### config.mk
export PLATFORM = sky130hd
export DESIGN_NAME = mandel_scan_ctrl
export DESIGN_NICKNAME = d
export VERILOG_FILES = /design/src/rtl/mandel_scan_ctrl.sv
export SDC_FILE = /design/constraint.sdc
export NUM_CORES = 1
export LEC_CHECK = 0
export ABC_AREA = 1
export CAP_MARGIN = 40
export CORE_ASPECT_RATIO = 0.6
export CORE_MARGIN = 2
export CORE_UTILIZATION = 28
export CTS_CLUSTER_DIAMETER = 120
export CTS_CLUSTER_SIZE = 30
export DETAILED_ROUTE_END_ITERATION = 8
export GPL_ROUTABILITY_DRIVEN = 0
export PLACE_DENSITY_LB_ADDON = 0.2
export SLEW_MARGIN = 20
export SYNTH_ARGS = -nofsm -noshare
export SYNTH_HDL_FRONTEND = slang
export SYNTH_SLANG_ARGS = --single-unit
### constraint.sdc
create_clock -name clk -period 1.62 [get_ports clk]
set_input_delay 0.243 -clock clk [delete_from_list [all_inputs] [get_ports clk]]
set_output_delay 0.243 -clock clk [all_outputs]
set_load 0.05 [all_outputs]
### src/rtl/mandel_scan_ctrl.sv
// rtl/mandel_scan_ctrl.sv - pixel-grid sequencer feeding the mandelbrot iteration core
module mandel_scan_ctrl #(
  parameter int COLS = 32,
  parameter int ROWS = 24
) (
  input  logic        clk,
  input  logic        rst,
  input  logic        start,
  input  logic [13:0] x_start,
  input  logic [13:0] y_start,
  input  logic [13:0] x_step,
  input  logic [13:0] y_step,
  input  logic [6:0]  iter_limit,
  output logic [13:0] core_value,
  output logic        core_sel_x,
  output logic        core_load,
  input  logic [6:0]  core_iter,
  input  logic        core_escape,
  output logic        px_valid,
  input  logic        px_ready,
  output logic [7:0]  px_col,
  output logic [7:0]  px_row,
  output logic [6:0]  px_iter,
  output logic        px_escape,
  output logic        busy,
  output logic        frame_done
);

  typedef enum logic [2:0] {
    IDLE   = 3'd0,
    LOAD_X = 3'd1,
    LOAD_Y = 3'd2,
    RUN    = 3'd3,
    EMIT   = 3'd4
  } state_t;

  localparam logic [7:0] LAST_COL = 8'(COLS - 1);
  localparam logic [7:0] LAST_ROW = 8'(ROWS - 1);

  state_t      state_q, state_d;
  logic [7:0]  col_q, col_d;
  logic [7:0]  row_q, row_d;
  logic [13:0] cur_x_q, cur_x_d;
  logic [13:0] cur_y_q, cur_y_d;
  logic [7:0]  px_col_q, px_col_d;
  logic [7:0]  px_row_q, px_row_d;
  logic [6:0]  px_iter_q, px_iter_d;
  logic        px_escape_q, px_escape_d;
  logic        frame_done_q, frame_done_d;
  logic        run_done;

  // A pixel finishes on escape, on the caller's limit, or when the core's counter saturates.
  assign run_done = core_escape || (core_iter >= iter_limit) || (core_iter == 7'd127);

  // State and datapath registers; reset aborts any frame without a done pulse.
  always_ff @(posedge clk) begin
    if (rst) begin
      state_q      <= IDLE;
      col_q        <= '0;
      row_q        <= '0;
      cur_x_q      <= '0;
      cur_y_q      <= '0;
      px_col_q     <= '0;
      px_row_q     <= '0;
      px_iter_q    <= '0;
      px_escape_q  <= 1'b0;
      frame_done_q <= 1'b0;
    end else begin
      state_q      <= state_d;
      col_q        <= col_d;
      row_q        <= row_d;
      cur_x_q      <= cur_x_d;
      cur_y_q      <= cur_y_d;
      px_col_q     <= px_col_d;
      px_row_q     <= px_row_d;
      px_iter_q    <= px_iter_d;
      px_escape_q  <= px_escape_d;
      frame_done_q <= frame_done_d;
    end
  end

  // Next-state, grid advance and core load interface.
  always_comb begin
    state_d      = state_q;
    col_d        = col_q;
    row_d        = row_q;
    cur_x_d      = cur_x_q;
    cur_y_d      = cur_y_q;
    px_col_d     = px_col_q;
    px_row_d     = px_row_q;
    px_iter_d    = px_iter_q;
    px_escape_d  = px_escape_q;
    frame_done_d = 1'b0;
    core_load    = 1'b0;
    core_sel_x   = 1'b0;
    core_value   = '0;

    case (state_q)
      IDLE: begin
        if (start) begin
          cur_x_d = x_start;
          cur_y_d = y_start;
          col_d   = '0;
          row_d   = '0;
          state_d = LOAD_X;
        end
      end
      LOAD_X: begin
        core_load  = 1'b1;
        core_sel_x = 1'b1;
        core_value = cur_x_q;
        state_d    = LOAD_Y;
      end
      LOAD_Y: begin
        core_load  = 1'b1;
        core_value = cur_y_q;
        state_d    = RUN;
      end
      RUN: begin
        if (run_done) begin
          px_iter_d   = core_iter;
          px_escape_d = core_escape;
          px_col_d    = col_q;
          px_row_d    = row_q;
          state_d     = EMIT;
        end
      end
      EMIT: begin
        if (px_ready) begin
          if (col_q == LAST_COL) begin
            col_d   = '0;
            cur_x_d = x_start;
            if (row_q == LAST_ROW) begin
              state_d      = IDLE;
              frame_done_d = 1'b1;
            end else begin
              row_d   = row_q + 8'd1;
              cur_y_d = cur_y_q + y_step;
              state_d = LOAD_X;
            end
          end else begin
            col_d   = col_q + 8'd1;
            cur_x_d = cur_x_q + x_step;
            state_d = LOAD_X;
          end
        end
      end
      default: state_d = IDLE;
    endcase
  end

  assign px_valid   = (state_q == EMIT);
  assign busy       = (state_q != IDLE);
  assign px_col     = px_col_q;
  assign px_row     = px_row_q;
  assign px_iter    = px_iter_q;
  assign px_escape  = px_escape_q;
  assign frame_done = frame_done_q;

endmodule

==> results of run 1 <==
==> cell families after synthesis <==
group           Yosys count  share of synthesized area
simple gates            421                     0.3512
fa+ha+maj                37                    0.09388
buf+inv                 125                     0.1005
flops                    72                     0.2831
xor+xnor                 11                    0.01893
compound gates          141                     0.1524
==> critical path, delay by kind of cell (launching register included) <==
kind,cells,cell delay [ns]
AOI/OAI and AO/OA,1,0.19
buffers and inverters,3,0.45
and+or+nand+nor,1,0.23
DFF,1,0.32
==> cell usage after synthesis (all sizes together) (2+ instances only) <==
cell / count
o21ai: 33
fa: 2
nor4: 3
nand3: 66
inv: 94
nand4: 14
a21boi: 2
xnor2: 8
or2: 2
ha: 35
a31oi: 4
nand3b: 11
a211oi: 2
clkbuf: 15
a32o: 6
nor2: 83
a21oi: 88
o211ai: 3
nand2: 230
dfxtp: 72
buf: 15
xor2: 3
nor3: 11
==> worst paths after layout <==
path | to | startpoint | slack (ns)
setup reg to reg | cur_y_q[5] | state_q[1] | -0.07
setup / recovery | core_value[6] | state_q[2] | -0.15
hold / removal | px_iter[3] | core_iter[3] | 0.37
hold reg to reg | px_iter[1] | px_iter[1] | 0.48
==> per-layer routing <==
| metal | vias to the layer above | wire (um) | global-route usage |
|---|---|---|---|
| li1 | 3166 | - | - |
| met1 | 2864 | 9965 | 0.2975 |
| met2 | 137 | 8474 | 0.2863 |
| met3 | 11 | 850 | 0.02848 |
| met4 | 0 | 164 | 0.04391 |
| met5 | - | 0 | 0 |
==> layout make-up <==
type | instances | area share
Sequential cell | 72 | 0.1552
Timing Repair inverter | 2 | 0.002131
Inverter | 95 | 0.04209
Timing Repair Buffer | 272 | 0.2933
Multi-Input combinational cell | 610 | 0.4448
Clock buffer | 9 | 0.02398
Clock inverter | 6 | 0.006527
Tap cell | 240 | 0.03197
==> cells in the final DEF (no fill, tap or decap), types with 13 or more instances in the layout <==
cell type,instances
a21oi_2,25
nand3_1,50
ha_4,25
buf_12,27
nand4_1,14
a21oi_1,58
buf_6,28
buf_4,136
nand2_1,188
dfxtp_1,61
inv_1,76
inv_2,13
clkdlybuf4s50_1,49
nand2_2,30
nor2_1,69
==> state kept, by name, indices dropped and copies added, names as in the netlist, 3 cells and up <==
signal and count:
row_q 8, px_iter 7, col_q 8, state_q 3
px_row 8, cur_x_q 14, px_col 8, cur_y_q 14
==> per-stage QoR <==
stage	setup TNS, ns	hold slack, ns	setup slack, ns	instances
4_1_cts	-2.739	0.4835	-0.1649	1293
3_5_place_dp	-27.88	0.4696	-0.5695	1254
5_1_grt	-7.770	0.3979	-0.2360	1306
6_report	-2.628	0.3719	-0.1520	1306
2_1_floorplan	-0.01159	0.3826	-0.007334	807
3_3_place_gp	-27.29	0.4626	-0.5660	1254
==> timing repair <==
action,CTS,global route
pin swaps,32,50
setup buffers,17,15
gates resized for setup,163,154
setup endpoints to repair,82,85
gates cloned,7,2
==> report_power, final <==
part	switching, W	leakage [nW]	internal [W]
Clock	0.000808	0.141	0.00118
Sequential	0.000156	0.592	0.00196
Combinational	0.00243	3.46	0.00214
==> impl_metrics.py, run 1 <==
metrics = {
    "critical_path": {
        "cp_data_required_time_ns": 1.38,
        "crit_path_max_fanout": 8,
        "reg2reg_depth": 13,
        "slowest_stage": "dfxtp_2",
        "endpoint_kind": "output pin",
        "critPathMaxStageDelay_ns": 0.32,
        "crit_type": "register to output pin",
        "critPathArrivalTime_ns": 1.53,
        "startpoint_type": "register",
        "path_cells": "buf_6, nor3_4, buf_6, a32o_2, buf_12",
        "cpMostUsedCell": "buf_6",
    },
    "timing": {
        "min_period_over_period": 1.094,
        "worstMarginPinSlew_ns": 0.4311,
        "clock.fmax_ghz": 0.5643,
        "hold_viol": 0,
        "skew_ns": 0.01198,
        "fin_crit_ns": 1.772,
        "maxSlewViolCount": 0,
        "rsz0062_at_grt": "yes",
        "fin_ws_ns": -0.1520,
        "relSlewSlack": 0.7126,
        "setup_viol": 38,
    },
    "cells_and_area": {
        "fill_cells": 1693,
        "nNetsFinal": 1174,
        "diodes": 0,
        "multiInputGateArea_um2": 4178,
        "final_util": 0.5240,
        "layout-drive-gt1-share": 0.3931,
        "layout.area.seq_um2": 1458,
        "syn2layout_area_growth_pct": 84.49,
        "stdcell_area_um2": 9393,
    },
    "detailed_routing": {
        "drc": 0,
        "ant_nets": 0,
        "drt_iter0_markers": 379,
        "dr.pass1.iters": 5,
        "post_drt_wl_per_cell_um": 14.90,
        "routed_wl_mm": 19.46,
        "via_per_inst": 4.730,
        "via_count": 6178,
    },
    "clock_tree": {
        "postCtsHoldBufs": 0,
        "cts.sinks": 72,
        "worstSkewPairLatency_ns": 0.34,
        "cts_tree": "done",
        "root_buffer": "clkbuf_16",
        "ctsLongestPathBuffers": 2,
        "cts_buffers": 9,
        "cts_max_level": 3,
        "path_clk_slew_ns": 0.06,
    },
    "grt": {
        "grt_pass1_vias": 5621,
        "grt_max_degree": 34,
        "grt_pass1_wl_mm": 29.30,
        "grtUsageTotal": 0.1954,
        "overflow": 0,
        "antenna_found_initial": 0,
    },
    "pwr": {
        "power_density_nw_per_um2": 923.3,
        "p_leak_nw": 4.192,
        "peakVddDrop_mv": 0.5182,
        "p_total_w": 0.008672,
    },
    "min_path": {
        "worstHoldPathType": "input port to register",
        "hold_depth": 5,
    },
    "floorplan": {
        "core-area_um2": 17920,
        "dieArea_um2": 19310,
        "fp.dieW_um": 178.1,
        "ios": 118,
        "num_rows": 38,
        "initial_core_util": 0.2840,
        "die_y_um": 108.5,
    },
    "run": {
        "maxCapViolCount": 0,
    },
    "logic_synthesis": {
        "ys_warn_count": 0,
        "synth_top_area_share": 0.2831,
        "synthesis.area_um2": 5091,
        "ys.flop_type": "dfxtp_1",
        "ys_async_sr_fraction": 0,
        "synthTopCellsByArea": "dfxtp_1, nand2_1, a21oi_1",
        "synth_edf_count": 0,
        "syn_area_per_cell_um2": 6.309,
        "synth_nets": 919,
        "synth_seq_cells": 72,
        "syn-instance-count": 807,
        "synthDistinctLibCells": 39,
        "yosysTopAreaCell": "dfxtp_1",
        "ys_seq_area_frac": 0.2831,
    },
    "place": {
        "dp_hpwl_mm": 13.48,
        "place_area_um2": 7676,
        "io_buffers": 117,
    },
    "run_status": {
        "violations": "setup timing",
        "status": "complete, but fails checks",
    },
}
(Power assumes the default switching activity.)
==> inputs of run 2 (changes only) <==
- CTS_CLUSTER_DIAMETER: 120 -> 30
==> results of run 2 <==
Same layout as run 1: the final DEF is identical, and so are final timing and power.
==> inputs of run 3 (changes only) <==
- CAP_MARGIN: 40 -> 0
==> results of run 3 <==
Same layout as run 1: the final DEF is identical, and so are final timing and power.
